==> src/rtl/pong_engine.sv <==
// rtl/pong_engine.sv - single-player pong game engine with registered pixel colour output
// Optional paddle-hit score counter: define PONG_SCORE_EN (score reads 0 when undefined).
module pong_engine #(
   parameter int GRID_W      = 32,
   parameter int GRID_H      = 24,
   parameter int CELL        = 20,
   parameter int PADDLE_X    = 3,
   parameter int PADDLE_LEN  = 5,
   parameter int SPEED_DIV   = 4,
   parameter int MISS_FRAMES = 60,
   parameter int CW          = 3
) (
   input  logic          clk,
   input  logic          rst_n,
   input  logic [15:0]   h_count,
   input  logic [15:0]   v_count,
   input  logic          btn_up,
   input  logic          btn_down,
   input  logic          btn_serve,
   output logic [CW-1:0] red,
   output logic [CW-1:0] green,
   output logic [CW-1:0] blue,
   output logic [1:0]    state,
   output logic [7:0]    score
);
   localparam int XW = (GRID_W > 1) ? $clog2(GRID_W) : 1;
   localparam int YW = (GRID_H > 1) ? $clog2(GRID_H) : 1;
   localparam int SW = $clog2(SPEED_DIV + 1);
   localparam int MW = $clog2(MISS_FRAMES + 1);
   localparam int H0 = 144;
   localparam int V0 = 35;

   localparam logic [1:0] S_SERVE = 2'd0;
   localparam logic [1:0] S_PLAY  = 2'd1;
   localparam logic [1:0] S_MISS  = 2'd2;

   localparam logic [XW-1:0] X_MID  = XW'(GRID_W / 2);
   localparam logic [XW-1:0] X_MAX  = XW'(GRID_W - 1);
   localparam logic [XW-1:0] X_HIT  = XW'(PADDLE_X + 1);
   localparam logic [XW-1:0] X_ONE  = XW'(1);
   localparam logic [YW-1:0] Y_MID  = YW'(GRID_H / 2);
   localparam logic [YW-1:0] Y_MAX  = YW'(GRID_H - 1);
   localparam logic [YW-1:0] Y_ONE  = YW'(1);
   localparam logic [YW-1:0] P_MAX  = YW'(GRID_H - PADDLE_LEN);
   localparam logic [YW-1:0] P_INIT = YW'((GRID_H - PADDLE_LEN) / 2);
   localparam logic [YW:0]   P_SPAN = (YW+1)'(PADDLE_LEN - 1);
   localparam logic [SW-1:0] S_LAST = SW'(SPEED_DIV - 1);
   localparam logic [MW-1:0] M_LAST = MW'(MISS_FRAMES - 1);

   logic [1:0]    up_s, dn_s, sv_s;
   logic          up, down, serve;
   logic          at_origin, at_origin_q, frame_tick;
   logic [1:0]    state_q;
   logic [XW-1:0] ball_x, nx;
   logic [YW-1:0] ball_y, ny, paddle_y;
   logic          dx_neg, dy_neg, ndx, ndy;
   logic [SW-1:0] step_cnt;
   logic [MW-1:0] miss_cnt;
   logic          step_fire, at_paddle, overlap, miss;

   always_ff @(posedge clk or negedge rst_n) begin
      if (!rst_n) begin
         up_s        <= '0;
         dn_s        <= '0;
         sv_s        <= '0;
         at_origin_q <= 1'b0;
         frame_tick  <= 1'b0;
      end else begin
         up_s        <= {up_s[0], btn_up};
         dn_s        <= {dn_s[0], btn_down};
         sv_s        <= {sv_s[0], btn_serve};
         at_origin_q <= at_origin;
         frame_tick  <= at_origin & ~at_origin_q;
      end
   end

   assign up        = up_s[1];
   assign down      = dn_s[1];
   assign serve     = sv_s[1];
   assign at_origin = (h_count == 16'd0) && (v_count == 16'd0);
   assign step_fire = (state_q == S_PLAY) && frame_tick && (step_cnt == S_LAST);
   assign at_paddle = dx_neg && (ball_x == X_HIT);
   assign overlap   = (ball_y >= paddle_y) && ({1'b0, ball_y} <= ({1'b0, paddle_y} + P_SPAN));

   // Edge reflections are decided per axis so a corner hit flips both.
   always_comb begin
      nx   = ball_x;
      ny   = ball_y;
      ndx  = dx_neg;
      ndy  = dy_neg;
      miss = 1'b0;
      if (!dy_neg) begin
         if (ball_y == Y_MAX) begin ny = ball_y - Y_ONE; ndy = 1'b1; end
         else ny = ball_y + Y_ONE;
      end else if (ball_y == '0) begin
         ny  = ball_y + Y_ONE;
         ndy = 1'b0;
      end else ny = ball_y - Y_ONE;
      if (!dx_neg) begin
         if (ball_x == X_MAX) begin nx = ball_x - X_ONE; ndx = 1'b1; end
         else nx = ball_x + X_ONE;
      end else if (at_paddle) begin
         if (overlap) begin nx = ball_x + X_ONE; ndx = 1'b0; end
         else miss = 1'b1;
      end else nx = ball_x - X_ONE;
      if (miss) begin
         nx  = ball_x;
         ny  = ball_y;
         ndx = dx_neg;
         ndy = dy_neg;
      end
   end

   always_ff @(posedge clk or negedge rst_n) begin
      if (!rst_n) begin
         state_q  <= S_SERVE;
         ball_x   <= X_MID;
         ball_y   <= Y_MID;
         dx_neg   <= 1'b0;
         dy_neg   <= 1'b0;
         step_cnt <= '0;
         miss_cnt <= '0;
      end else begin
         case (state_q)
            S_SERVE: begin
               ball_x   <= X_MID;
               ball_y   <= Y_MID;
               dx_neg   <= 1'b0;
               dy_neg   <= 1'b0;
               step_cnt <= '0;
               miss_cnt <= '0;
               if (serve) state_q <= S_PLAY;
            end
            S_PLAY: begin
               miss_cnt <= '0;
               if (frame_tick) begin
                  if (step_cnt == S_LAST) begin
                     step_cnt <= '0;
                     if (miss) state_q <= S_MISS;
                     ball_x <= nx;
                     ball_y <= ny;
                     dx_neg <= ndx;
                     dy_neg <= ndy;
                  end else step_cnt <= step_cnt + SW'(1);
               end
            end
            S_MISS: begin
               step_cnt <= '0;
               if (frame_tick) begin
                  if (miss_cnt == M_LAST) begin
                     state_q  <= S_SERVE;
                     miss_cnt <= '0;
                     ball_x   <= X_MID;
                     ball_y   <= Y_MID;
                     dx_neg   <= 1'b0;
                     dy_neg   <= 1'b0;
                  end else miss_cnt <= miss_cnt + MW'(1);
               end
            end
            default: state_q <= S_SERVE;
         endcase
      end
   end

   always_ff @(posedge clk or negedge rst_n) begin
      if (!rst_n) paddle_y <= P_INIT;
      else if (frame_tick) begin
         if (up && !down && paddle_y != '0) paddle_y <= paddle_y - Y_ONE;
         else if (down && !up && paddle_y < P_MAX) paddle_y <= paddle_y + Y_ONE;
      end
   end

`ifdef PONG_SCORE_EN
   logic [7:0] score_q;
   always_ff @(posedge clk or negedge rst_n) begin
      if (!rst_n) score_q <= 8'd0;
      else if (step_fire && at_paddle && overlap && score_q != 8'hFF) score_q <= score_q + 8'd1;
   end
   assign score = score_q;
`else
   assign score = 8'd0;
`endif

   assign state = state_q;

   logic [31:0] hx, vy, bx0, by0, px0, py0;
   logic        active, in_ball, in_paddle;

   assign hx        = 32'(h_count);
   assign vy        = 32'(v_count);
   assign bx0       = 32'(H0) + 32'(CELL) * 32'(ball_x);
   assign by0       = 32'(V0) + 32'(CELL) * 32'(ball_y);
   assign px0       = 32'(H0) + 32'(CELL) * 32'(PADDLE_X);
   assign py0       = 32'(V0) + 32'(CELL) * 32'(paddle_y);
   assign active    = (hx >= 32'd144) && (hx <= 32'd783) && (vy >= 32'd35) && (vy <= 32'd514);
   assign in_ball   = (hx >= bx0) && (hx < bx0 + 32'(CELL)) && (vy >= by0) && (vy < by0 + 32'(CELL));
   assign in_paddle = (hx >= px0) && (hx < px0 + 32'(CELL)) && (vy >= py0) &&
                      (vy < py0 + 32'(CELL) * 32'(PADDLE_LEN));

   always_ff @(posedge clk or negedge rst_n) begin
      if (!rst_n) begin
         red   <= '0;
         green <= '0;
         blue  <= '0;
      end else if (!active) begin
         red   <= '0;
         green <= '0;
         blue  <= '0;
      end else if (in_ball && state_q == S_MISS) begin
         red   <= '1;
         green <= '0;
         blue  <= '0;
      end else if (in_ball || in_paddle) begin
         red   <= '1;
         green <= '1;
         blue  <= '1;
      end else begin
         red   <= CW'(2);
         green <= CW'(2);
         blue  <= '1;
      end
   end
endmodule

==> config.mk <==
export PLATFORM = sky130hd
export DESIGN_NAME = pong_engine
export DESIGN_NICKNAME = d
export VERILOG_FILES = /design/src/rtl/pong_engine.sv
export SDC_FILE = /design/constraint.sdc
export NUM_CORES = 1
export LEC_CHECK = 0
export BUFFER_PORTS_ARGS = -buffer_cell sky130_fd_sc_hd__buf_2
export CAP_MARGIN = 25
export CORE_ASPECT_RATIO = 0.6
export CORE_UTILIZATION = 51
export DETAILED_ROUTE_END_ITERATION = 8
export PLACE_DENSITY = 0.79
export SYNTH_ARGS = -nofsm -noshare
export SYNTH_HDL_FRONTEND = slang
export SYNTH_SLANG_ARGS = --single-unit
==> constraint.sdc <==
create_clock -name clk -period 5.45 [get_ports clk]
set_clock_uncertainty 0.1 [all_clocks]
set_input_delay 0.2725 -clock clk [delete_from_list [all_inputs] [get_ports clk]]
set_output_delay 0.2725 -clock clk [all_outputs]
set_load 0.01 [all_outputs]
# Yosys cells after proc, flatten, opt, wreduce, memory -nomap -nowiden
# Cells that the tools add are included.
[classes] add_sub_neg=15 multipliers=3 order_cmp=15 n_eq_ne=15 muxes=60 bitwise_logic=2 n_reduce_logical=37
[ops] cell="5-bit two-way mux" count=19
[ops] cell="16-bit by 11-bit >= comparator with 1-bit output" count=3
[ops] cell="16-bit by 12-bit less-than comparator with 1-bit output" count=3
[ops] cell="16-bit by 8-bit >= comparator with 1-bit output (second input constant)" count=2
[ops] cell="16-bit by 10-bit less-or-equal comparator with 1-bit output (second input constant)" count=2
[ops] cell="16-bit logical NOT" count=2
[ops] cell="5-bit one-hot mux with 3 select lines" count=2
[ops] cell="3-bit two-way mux" count=9
[ops] cell="11-bit by 5-bit adder with 12-bit output (second input constant)" count=2
[ops] cell="3-bit by 5-bit multiplier with 8-bit output (first input constant)" count=3
[ops] cell="6-bit by 10-bit adder with 11-bit output (first input constant)" count=2
[ops] cell="1-bit logical AND" count=17
[ops] cell="1-bit two-way mux" count=17
[ops] cell="16-bit by 6-bit >= comparator with 1-bit output (second input constant)" count=1
[ops] cell="16-bit by 8-bit less-than comparator with 1-bit output (second input constant)" count=1
[ops] cell="5-bit by 1-bit adder with 5-bit output (second input constant)" count=3
[ops] cell="5-bit by 1-bit subtractor with 5-bit output (second input constant)" count=3
[ops] cell="11-bit by 7-bit adder with 12-bit output (second input constant)" count=1
[ops] cell="2-bit two-way mux" count=6
[ops] cell="6-bit two-way mux" count=2
[ops] cell="2-bit != test (second input constant)" count=6
[ops] cell="6-bit one-hot mux with 2 select lines" count=1
[ops] cell="6-bit AND reduction" count=2
[ops] cell="8-bit by 10-bit adder with 11-bit output (first input constant)" count=1
[ops] cell="29 further kinds" count=37
[word_totals] ff_bits=45 inputBits=37 word_cells=163

# Logic depth before layout (Yosys ltp)
# Gate-level depths: netlist of run 1.
[logic_depth] word_depth=11 depth_mapped=18 depth_no_buf=18

# Worst setup path after synthesis of run 1
# No wires, ideal clock.
[synth_timing] path_type="register to register" startpoint="register ball_x[1]" endpoint="register green[0]" setup_time_ns=0.125 arrival_ns=3.855 required_time_ns=5.225 slack_ns=1.370 stages_incl_launch_ff=18 path_buffers=0 period_less_slack_ns=4.080 path_cell_list="dfrtp_1 ha_1 ha_1 fa_1 nand2_1 o311a_1 a21oi_1 xnor2_1 nor3b_1 xnor2_1 ha_1 a211oi_1 nor2_1 a21oi_1 o2111ai_1 nor4_1 a41oi_2 nor2b_1"
[synth_between] elab_chain_cells=11 word_cells_on_any_way=13 classes_between="2 x add/sub; 1 x mul; 2 x order compare; 3 x mux; 5 x reduce/logical"
[synth_lines] item="start: declaration" line="54" source="logic [XW-1:0] ball_x, nx;"
[synth_lines] item="start signal: assignment" line="140" source="ball_x <= nx;"
[synth_lines] item="3-bit by 5-bit multiplier with 8-bit output *" line="191" source="assign bx0 = 32'(H0) + 32'(CELL) * 32'(ball_x);"
[synth_lines] item="8-bit by 10-bit adder with 11-bit output *" line="191"
[synth_lines] item="11-bit by 5-bit adder with 12-bit output" line="196" source="assign in_ball = (hx >= bx0) && (hx < bx0 + 32'(CELL)) && (vy >= by0) && (vy < by0 + 32'(CELL));"
[synth_lines] item="16-bit by 12-bit less-than comparator with 1-bit output" line="196"
[synth_lines] item="1-bit logical AND * (3 in series)" line="196"
[synth_lines] item="1-bit logical OR" line="213" source="end else if (in_ball || in_paddle) begin"
[synth_lines] item="3-bit two-way mux" line="213"
[synth_lines] item="3-bit two-way mux *" line="209" source="end else if (in_ball && state_q == S_MISS) begin"
[synth_lines] item="3-bit two-way mux *" line="205" source="end else if (!active) begin"
[synth_lines] item="end signal: assignment" line="207" source="green <= '0;"
[synth_lines] item="end signal: assignment" line="211" source="green <= '0;"
[synth_lines] item="end signal: assignment" line="215" source="green <= '1;"
[synth_lines] item="end: declaration" line="21" source="output logic [CW-1:0] green,"
# Mark *: on every way between the ends. The rest lies on a longest branch, timed or not.
# A chain may end at the register's enable or synchronous reset.

# Worst setup path in the final report of run 1
[layout_timing] startpoint="register ball_x[4]" endpoint="register green[0]"
# Same word-level chain as after synthesis.

==> summary.md, run 1 <==
| Metric | Value |
|---|---|
| CP max FO | 12 |
| # DRC | 0 |
| Vias in the first global route | around 4.0k |
| Final min period | between 4000 and 5000 ps |
| Final Util | ~60% |
| Maximum vdd ir drop | 0.141 mV |
| Placed Instances | ~740 |
| I/O Buffers | 47 |
| Synth warnings | 0 |
| Max-Cap Viols | 0 |
| Number of buffers created by CTS | 5 |
| Register area | 1010 um2 |
| Largest delay share family, worst path | compound AO/OA/AOI/OAI gates |
| First-pass GRT wire length | 19.4 mm |
| Final Max Tran Viols | 0 |
| ANT nets after route | 0 |
| Filler Cell Count | between 800 and 900 |
| Max Freq | about 0.22 GHz |
| Pre-Repair DR Iteration Count | 6 |
| Root buffer cell | clkbuf_16 |
| Std cell rows | 27 |
| GRT Overall Usage | 24.8% |
| Total negative slack | 0 ps |
| Max-slew headroom | 56.7% |
| Multi-input logic area | 3570 um2 |
| Delay of the slowest critical-path stage | 660 ps |
| Hold_ws | between 200 and 250 ps |
| LEAKAGE | between 2 and 3 nW |
| DR vias/cell | roughly 5.7 |
| Starting utilization of the core area | 52.5% |
| Max clock buf depth | 2 |
| EDFF count, synth | 0 |
| HP Class | in2reg |
| Vias post-DR | 4,305 |
| Clock Sinks | 40 |
| Worst slew pin tran | 644 ps |
| Cell variety after synth | 55 |
| Fin cells | 752 |
| Critical path data arrival time | between 4000 and 5000 ps |
| FF+latch count, synth | 40 |
| PwrDens | about 140 nW/um2 |
| CP max stage cell | dfstp_2 |
| Mapped cell area | 4820 um2 |
| Starting DRT DRC Count | 316 |
| Post-DP HPWL | 9.27 mm |
| Worst setup EP type | flip-flop |
| Initial antenna violation count | 0 |
| GP Congestion | 0.860 |
| Status | complete, no violations |
| CTS tree | built |
| Ports | 56 |
| H-tree levels | 2 |
| Synth-to-layout area growth | 11.4% |
| Core Region | 9190 um2 |
| Crit path launch type | flip-flop |
| Period utilization | 84.7% |
| FF-to-FF path depth | 17 |
| Async set or reset register ratio after synthesis | 100% |
| Cells along the critical path | ha_1 -> ha_1 -> a211oi_1 -> nand2_1 -> o311a_1 -> a21oi_1 -> xnor2_1 -> nor3b_1 -> xnor2_1 -> ha_1 -> a211oi_1 -> nor2_1 -> a21oi_1 -> o2111ai_1 -> nor4_1 -> a41oi_2 -> nor2b_1 |
| Fin worst setup slack | between 800 and 900 ps |
| Pre-CTS WS | just over 900 ps |
| Total gr overflow | 0 |
| Kind of critical path | reg2reg |
| Sequential share of the synthesized area | between 20% and 30% |
| N_diodes | 0 |
| # Post-CTS Setup Buffers | 0 |
| Prevailing post-synth register cell | dfrtp_1 |
| Setup repair after global routing missed its margin | no |
| Worst EP required | about 5500 ps |
| Skew-Pair Late Insertion Delay | between 200 and 300 ps |
| WP depth | 17 |
| Syn_area_per_cell | 8.46 um2 |
| Layout cells sized above 1 | 11.1% |
| Largest net degree at the start of global routing | 41 |
| Clk slew on worst S/H paths | ~60 ps |
| Hold Path Cell Cnt | 4 |
| Critical path buffers and inverters | 0 |
| Count of final hold-check violations | 0 |
| Synth Instances | 570 |
| Die width | approximately 130 um |
| Die Y | 77.3 um |
| Final nets | about 770 |
| Setup-failing EPs final | 0 |
| Die Footprint | 9860 um2 |
| Final WL | approximately 12 mm |
| Wire per inst | between 15 and 20 um |
| Most frequent CP cell | ha_1 |
[cell usage after synthesis, drive strengths merged, types with 7 or more instances]
cell | count | share of area (%)
a211oi | 10 | 1.6
a21o | 11 | 1.7
a21oi | 47 | 4.9
buf | 13 | 2.0
dfrtp | 35 | 18
ha | 105 | 27
inv | 43 | 3.3
nand2 | 51 | 4.0
nand3 | 19 | 2.0
nand4 | 9 | 1.2
nor2 | 36 | 2.8
nor2b | 8 | 1.0
nor3 | 9 | 0.93
nor4 | 10 | 1.3
o21ai | 33 | 3.4
o31ai | 7 | 1.1
xnor2 | 28 | 5.1
xor2 | 12 | 2.2
[placed cells by master (no fill, tap or decap), drive strengths merged, types with 3 or more instances in the layout]
master	n
nand4	9
o21a	4
clkbuf	5
nand2	51
and3b	3
dfrtp	35
ha	105
a21oi	47
buf	48
a31oi	3
nand3	19
o31ai	7
nor3	9
and3	4
dlygate4sd3	4
nor4	10
inv	44
nor3b	4
dfstp	5
or4	5
o21bai	3
o2111ai	3
nor2b	8
nor2	36
xnor2	28
nand2b	6
a211oi	10
o21ai	33
fa	4
conb	13
xor2	12
or3	6
o211ai	3
a21o	11
[sequential cells by signal, indices dropped and copies added (netlist names), 3 cells and up]
name,flops
ball_x,5
ball_y,5
miss_cnt,6
paddle_y,5
step_cnt,3
[metrics by stage]
stage	power (mW)	instance area (um2)
after floorplan	0.350	4860
after global placement	0.385	5140
after detailed placement	0.389	5140
after CTS	0.741	5340
after global routing	0.771	5370
final	0.738	5370
[routing by layer]
metal	track usage, %	vias to the layer above	wire [um]
li1	-	2136	-
met1	35.1	2015	5830
met2	39.3	140	5050
met3	4.54	14	663
met4	5.36	0	132
met5	0	-	0
[layout make-up]
class / count / area share, %
multi-input combinational: 478 / 66.4
sequential: 40 / 18.8
timing repair buffer: 52 / 5.50
inverter: 44 / 3.08
tap: 130 / 3.03
clock buffer: 5 / 2.33
clock inverter: 3 / 0.862
[logic make-up (layout without fill, tap and decap cells)]
kind of cell               Yosys count  count (layout)  synth area share (%)
adders and majority gates          109             109                  28.9
and+or+nand+nor                    173             173                  17.9
other                                2              13                 0.156
muxes                                3               3                 0.649
buffers and inverters               63             104                  5.92
DFF                                 40              40                  20.9
AOI/OAI and AO/OA                  140             140                  18.3
xor gates and xnor gates            40              40                  7.27
[where the power goes]
group          switching (mW)  internal, mW
Clock                   0.131         0.218
Combinational          0.0533        0.0366
Sequential           0.000693         0.299
[worst min-delay path: cells and delay by family]
family / cells / cell delay [ps]
simple gates: 3 / 190
buf+inv: 1 / 100
[repair_timing]
| item | in CTS | in global routing |
|---|---|---|
| resized for setup | 0 | 0 |
| hold buffers | 3 | 1 |
| endpoints found under the hold margin | 3 | 35 |
| setup endpoints to repair | 0 | 0 |
[worst paths after layout]
kind                            startpoint          end  slack, ps
worst max-delay path             ball_x[4]     green[0]        840
max in group asynchronous            rst_n  paddle_y[3]       4600
worst min-delay path            h_count[1]  at_origin_q        200
worst min register to register     dn_s[0]      dn_s[1]        250
worst max register to register   ball_x[4]     green[0]        840
min in group asynchronous            rst_n       red[1]        380
(Power assumes the default switching activity.)
==> inputs of run 2 (changes only) <==
- PLACE_DENSITY: 0.79 -> 0.82
- clock period: 5.45 -> 4.2 ns (I/O delays scaled with it)
==> run 2 against run 1 <==
Compared with the run above: register-to-register slack worse by 780 ps; total power grew 22%; critical path depth is 1 higher; cell area rose by 5.3%; count of clock-buffer cells in the layout increased by 1; sequential share of layout area down 0.92 points; cell count up 2.7%; sequential cell count unchanged; die area unchanged; sequential power increased by 30%; clock power grew 12%; global-route usage is 0.77 points higher; largest cell class unchanged.
==> summary.md, run 2 (synthesis results as in run 1) <==
| Metric | Value |
|---|---|
| Status | complete, no violations (unchanged) |
| Max reg flops | 6 (unchanged) |
| Synth-to-layout area growth | 17.3% (was 11.4%) |
| LEAKAGE | 2.70 nW (was 2.58 nW) |
| Number of buffers created by CTS | 5 (unchanged) |
| Maximum vdd ir drop | 0.138 mV (was 0.141 mV) |
| Most frequent cells in the layout | 100 x ha_1, 50 x nand2_1, 47 x buf_2, 44 x a21oi_1, 42 x inv_1 (was 105 x ha_1, 51 x nand2_1, 47 x a21oi_1, 47 x buf_2, 43 x inv_1) |
| Final min period | 4150 ps (was 4610 ps) |
| Total gr overflow | 0 (unchanged) |
| Final Util | 61.5% (was 58.4%) |
| First-pass GRT wire length | 19.9 mm (was 19.4 mm) |
| Final nets | 787 (was 767) |
| Ports | 56 (unchanged) |
| Largest net degree at the start of global routing | 41 (unchanged) |
| CTS tree | built (unchanged) |
| Clock power frac | 43.4% (was 47.2%) |
| Pre-CTS WS | -74.1 ps (was 911 ps) |
| Root buffer cell | clkbuf_16 (unchanged) |
| Hold_ws | 138 ps (was 203 ps) |
| Max-Cap Viols | 0 (unchanged) |
| Vias in the first global route | 4,090 (was 4,047) |
| Net Sw Frac | 26.9% (was 25.0%) |
| N_diodes | 0 (unchanged) |
| DR vias/cell | 5.81 (was 5.72) |
| Cells along the critical path | ha_4 -> ha_4 -> fa_2 -> nand2_4 -> o311a_1 -> a21oi_2 -> xnor2_2 -> nor3b_2 -> xnor2_1 -> ha_1 -> a211oi_2 -> nor2_1 -> a21oi_1 -> o2111ai_1 -> nor4_1 -> buf_4 -> a41oi_2 -> nor2b_2 (was ha_1 -> ha_1 -> a211oi_1 -> nand2_1 -> o311a_1 -> a21oi_1 -> xnor2_1 -> nor3b_1 -> xnor2_1 -> ha_1 -> a211oi_1 -> nor2_1 -> a21oi_1 -> o2111ai_1 -> nor4_1 -> a41oi_2 -> nor2b_1) |
| Internal power | 0.656 mW (was 0.554 mW) |
| Initial antenna violation count | 0 (unchanged) |
| PwrDens | 159 nW/um2 (was 137 nW/um2) |
| Vias post-DR | 4,487 (was 4,305) |
| Fin cells | 772 (was 752) |
| Worst setup EP type | flip-flop (unchanged) |
| Starting utilization of the core area | 52.5% (unchanged) |
| Clk slew on worst S/H paths | 60 ps (about the same) |
| Max clock buf depth | 2 (unchanged) |
| Starting DRT DRC Count | 328 (was 316) |
| Worst slew pin tran | 755 ps (was 644 ps) |
| Register share of total power | 43.4% (was 40.6%) |
| Final WL | 12.3 mm (was 11.7 mm) |
| Layout cells sized above 1 | 17.4% (was 11.1%) |
| Post-DP HPWL | 9.30 mm (was 9.27 mm) |
| GP Congestion | 0.900 (was 0.860) |
| Filler Cell Count | 805 (was 824) |
| Crit path launch type | flip-flop (unchanged) |
| Pre-Repair DR Iteration Count | 7 (was 6) |
| Die Y | 77.3 um (unchanged) |
| Delay of the slowest critical-path stage | 580 ps (was 660 ps) |
| Period utilization | 98.8% (was 84.7%) |
| Core Region | 9190 um2 (unchanged) |
| Max Freq | 0.241 GHz (was 0.217 GHz) |
| Die Footprint | 9860 um2 (unchanged) |
| Std cell rows | 27 (unchanged) |
| Max-slew headroom | 49.2% (was 56.7%) |
| Count of final hold-check violations | 0 (unchanged) |
| Placed Instances | 753 (was 739) |
| Die width | 128 um (unchanged) |
| H-tree levels | 2 (unchanged) |
| M1 WL | 5.83 mm (unchanged) |
| CP max FO | 4 (was 12) |
| GRT Overall Usage | 25.6% (was 24.8%) |
| Worst EP required | 4280 ps (was 5530 ps) |
| CP max stage cell | fa_2 (was dfstp_2) |
| Kind of critical path | reg2reg (unchanged) |
| Clock Sinks | 40 (unchanged) |
| Wire per inst | 15.9 um (was 15.5 um) |
| Critical path data arrival time | 4230 ps (was 4690 ps) |
| DR top layer | met4 (unchanged) |
| HP Class | in2reg (unchanged) |
| I/O Buffers | 47 (unchanged) |
| Setup repair after global routing missed its margin | yes (was no) |
| ANT nets after route | 0 (unchanged) |
| Total power | 0.897 mW (was 0.738 mW) |
| Most common cell after layout, fill and taps aside | ha_1 (unchanged) |
| NetSw | 0.241 mW (was 0.185 mW) |
| Biggest register | miss_cnt (unchanged) |
| # DRC | 0 (unchanged) |
| Setup-failing EPs final | 0 (unchanged) |
| DR WL met3 | 799 um (was 663 um) |
| Skew-Pair Late Insertion Delay | 300 ps (was 290 ps) |
| Most frequent CP cell | ha_4 (was ha_1) |
| Met2 Wirelength | 5.48 mm (was 5.05 mm) |
| Combinational share of power | 13.2% (was 12.2%) |
| Final Max Tran Viols | 0 (unchanged) |
| Fin worst setup slack | 50.5 ps (was 835 ps) |
-- run 2: cell types whose count changed in the layout (fill, tap and decap cells not counted), moves of 2 or more --
cell	previous run	this run
a211oi_1	10	7
ha_4	0	5
a2111oi_0	2	0
xnor2_2	0	3
ha_1	105	100
a21oi_2	0	3
xnor2_1	28	25
a211oi_2	0	2
buf_4	0	20
a21oi_1	47	44
-- run 2: through the flow --
step | setup TNS (ps) | instance area, um2
after floorplan | 0 | 4860
after global placement | 0 | 5240
after detailed placement | -74.1 | 5240
after CTS | 0 | 5510
after global routing | -115 | 5650
final | 0 | 5650
-- run 2: metal layers --
layer | vias up | track usage [%]
met4 | 0 | 5.12
li1 | 2174 | -
met5 | - | 0
met1 | 2138 | 36.3
met3 | 14 | 5.30
met2 | 161 | 40.0
-- run 2: power by group through the flow --
stage	registers (mW)	clock network [mW]	logic (mW)
finish	0.389	0.389	0.118
global route	0.390	0.409	0.132
CTS	0.389	0.396	0.113
detailed placement	0.396	0	0.108
global placement	0.396	0	0.103
floorplan	0.396	0	0.0580
-- run 2: final cells by class --
cell class / instances / area, um2 / area share (%)
multi-input cells: 478 / 3730 / 66.0
flip-flops and latches: 40 / 1010 / 17.8
repair buffers: 72 / 445 / 7.88
inverters: 44 / 165 / 2.92
well taps: 130 / 163 / 2.88
clock buffers: 6 / 129 / 2.28
clock inverters: 2 / 12.5 / 0.221
-- run 2: repair_timing --
item	in CTS	in global routing
setup buffers	1	5
setup endpoints to repair	2	3
hold buffers	4	0
pin swaps	6	16
resized for setup	14	18
endpoints found under the hold margin	31	0
-- run 2: path summary, 6_finish.rpt --
path	endpoint	cells past startpoint	start	slack [ps]
worst max-delay path	green[0]	18	ball_x[3]	50
worst min-delay path	at_origin_q	4	h_count[1]	140
worst max register to register	green[0]	18	ball_x[3]	50
worst min register to register	up_s[1]	0	up_s[0]	250
max in group asynchronous	paddle_y[0]	3	rst_n	3320
min in group asynchronous	red[1]	2	rst_n	180
-- run 2: critical path: cells and delay by family, from the launching register on --
family	cells	cell delay, ps
simple gates	5	780
compound gates	6	1050
xor+xnor	2	250
fa+ha+maj	4	1270
buf+inv	1	170
flops	1	410
==> inputs of run 3 (changes only) <==
--- a/config.mk
+++ b/config.mk
@@ -7,9 +7,9 @@
 export LEC_CHECK = 0
 export BUFFER_PORTS_ARGS = -buffer_cell sky130_fd_sc_hd__buf_2
-export CAP_MARGIN = 25
 export CORE_ASPECT_RATIO = 0.6
 export CORE_UTILIZATION = 51
 export DETAILED_ROUTE_END_ITERATION = 8
 export PLACE_DENSITY = 0.82
+export RECOVER_POWER = 25
 export SYNTH_ARGS = -nofsm -noshare
 export SYNTH_HDL_FRONTEND = slang
==> constraint.sdc (replaced) <==
create_clock -name clk -period 4.2 [get_ports clk]
set_clock_uncertainty 0.1 [all_clocks]
set_input_delay 0.21 -clock clk [delete_from_list [all_inputs] [get_ports clk]]
set_output_delay 0.21 -clock clk [all_outputs]
set_load 0.02 [all_outputs]
==> run 3 against run 2 <==
Compared with the run above: the flow now finishes with violations (capacitance limit, slew limit); wire length down 0.12%; sequential cell count unchanged; worst setup slack better by 4.5 ps; register-to-register slack about the same; non-clock buffer count down 1; count of clock-buffer cells in the layout unchanged; utilization down 0.37 points; critical endpoint unchanged; highest routed layer unchanged.
==> summary.md, run 3 (synthesis results as in run 1) <==
| Metric | Value |
|---|---|
| I/O Buffers | 47 (unchanged) |
| Most frequent cells in the layout | 100 x ha_1, 50 x nand2_1, 44 x a21oi_1, 42 x inv_1 (was 100 x ha_1, 50 x nand2_1, 47 x buf_2, 44 x a21oi_1, 42 x inv_1) |
| Die Y | 77.3 um (unchanged) |
| Final Max Tran Viols | 41 (was 0) |
| Post-Place Cell Area | 5240 um2 (unchanged) |
| Max reg flops | 6 (unchanged) |
| Wire per inst | 15.9 um (about the same) |
| Ports | 56 (unchanged) |
| Final min period | 4150 ps (about the same) |
| LEAKAGE | 2.64 nW (was 2.70 nW) |
| Vias post-DR | 4,482 (was 4,487) |
| Period utilization | 98.7% (was 98.8%) |
| Critical path data arrival time | 4220 ps (was 4230 ps) |
| Starting utilization of the core area | 52.5% (unchanged) |
| Pre-Repair DR Iteration Count | 5 (was 7) |
| CP max FO | 4 (unchanged) |
| Worst EP required | 4280 ps (about the same) |
| N_diodes | 0 (unchanged) |
| Largest delay share family, worst path | adder cells (unchanged) |
| DR vias/cell | 5.81 (about the same) |
| First-pass GRT wire length | 19.9 mm (unchanged) |
| Count of final hold-check violations | 0 (unchanged) |
| Final WL | 12.2 mm (was 12.3 mm) |
| Skew-Pair Late Insertion Delay | 300 ps (about the same) |
| GP Congestion | 0.900 (unchanged) |
| Setup-failing EPs final | 0 (unchanged) |
| Crit path launch type | flip-flop (unchanged) |
| Max Freq | 0.241 GHz (about the same) |
| Cells along the critical path | ha_4 -> ha_4 -> fa_2 -> nand2_4 -> o311a_1 -> a21oi_2 -> xnor2_2 -> nor3b_2 -> xnor2_1 -> ha_1 -> a211oi_2 -> nor2_1 -> a21oi_1 -> o2111ai_1 -> nor4_1 -> buf_4 -> a41oi_2 -> nor2b_2 (unchanged) |
| Max-slew headroom | -49.4% (was 49.2%) |
| Final non-filler cell area | 5620 um2 (was 5650 um2) |
| Layout cells sized above 1 | 15.6% (was 17.4%) |
| GRT Overall Usage | 25.6% (unchanged) |
| Vias in the first global route | 4,090 (unchanged) |
| Max clock buf depth | 2 (unchanged) |
| Final nets | 786 (was 787) |
| Worst setup EP type | flip-flop (unchanged) |
| Delay of the slowest critical-path stage | 580 ps (about the same) |
| Initial antenna violation count | 0 (unchanged) |
| Std cell rows | 27 (unchanged) |
| Hold_ws | 138 ps (about the same) |
| HP Class | in2reg (unchanged) |
| Die Footprint | 9860 um2 (unchanged) |
| Most common cell after layout, fill and taps aside | ha_1 (unchanged) |
| Max-Cap Viols | 1 (was 0) |
| Post-DP HPWL | 9.30 mm (unchanged) |
| Kind of critical path | reg2reg (unchanged) |
| CTS tree | built (unchanged) |
| Failing checks | capacitance limit, slew limit |
| PwrDens | 159 nW/um2 (about the same) |
| Clk slew on worst S/H paths | 60 ps (about the same) |
| Biggest register | miss_cnt (unchanged) |
| Total gr overflow | 0 (unchanged) |
| Clock Sinks | 40 (unchanged) |
| Critical path buffers and inverters | 1 (unchanged) |
| CP max stage cell | fa_2 (unchanged) |
| Synth-to-layout area growth | 16.6% (was 17.3%) |
| Root buffer cell | clkbuf_16 (unchanged) |
| ANT nets after route | 0 (unchanged) |
| # DRC | 0 (unchanged) |
| Setup repair after global routing missed its margin | yes (unchanged) |
| Final Util | 61.2% (was 61.5%) |
| Largest net degree at the start of global routing | 41 (unchanged) |
| Worst slew pin tran | 2240 ps (was 755 ps) |
| Die width | 128 um (unchanged) |
| Maximum vdd ir drop | 0.137 mV (was 0.138 mV) |
| Number of buffers created by CTS | 5 (unchanged) |
| Core Region | 9190 um2 (unchanged) |
| Starting DRT DRC Count | 362 (was 328) |
| Status | finished with violations (was complete, no violations) |
| Most frequent CP cell | ha_4 (unchanged) |
| H-tree levels | 2 (unchanged) |
[run 3: report_power, final]
group	internal, mW	switching, mW	total, mW	leakage, nW
Clock	0.220	0.168	0.388	0.0669
Sequential	0.388	0.00101	0.389	0.521
Combinational	0.0460	0.0726	0.119	2.06
[run 3: final timing paths]
| path | startpoint | endpoint | slack (ps) | cells after the start |
|---|---|---|---|---|
| worst max-delay path | ball_x[3] | green[0] | 50 | 18 |
| worst min-delay path | h_count[1] | at_origin_q | 140 | 4 |
| worst max register to register | ball_x[3] | green[0] | 50 | 18 |
| worst min register to register | up_s[0] | up_s[1] | 250 | 0 |
| max in group asynchronous | rst_n | ball_x[2] | 1540 | 2 |
| min in group asynchronous | rst_n | red[1] | 1030 | 2 |
[run 3: metrics by stage]
| step | std cells | power, mW | setup slack [ps] | TNS [ps] |
|---|---|---|---|---|
| final | 771 | 0.896 | 55.0 | 0 |
| after global routing | 771 | 0.931 | -87.9 | -115 |
| after CTS | 766 | 0.902 | 25.2 | 0 |
| after detailed placement | 753 | 0.508 | -74.1 | -74.1 |
| after global placement | 753 | 0.502 | 49.0 | 0 |
| after floorplan | 581 | 0.457 | 120 | 0 |
[run 3: worst min-delay path: cells and delay by family]
family,cells,cell delay (ps)
AND/OR/NAND/NOR,3,180
buffers and inverters,1,110
[run 3: timing repair]
item | in CTS | in global routing
pin swaps | 6 | 16
endpoints found under the hold margin | 31 | 0
buffers inserted | 1 | 5
setup endpoints to repair | 2 | 3
hold buffers | 4 | 0
gates resized for setup | 14 | 18
[run 3: area by class of cell]
cell class	instances	area, um2
sequential	40	1010
clock inverter	2	12.5
timing repair buffer	71	412
inverter	44	165
fill	814	3570
tap	130	163
multi-input combinational	478	3730
clock buffer	6	129
[run 3: per-layer routing]
layer / global-route usage [%] / routed length [um]
met4: 5.12 / 142
met5: 0 / 0
met3: 5.30 / 799
met2: 40.0 / 5490
met1: 36.3 / 5800
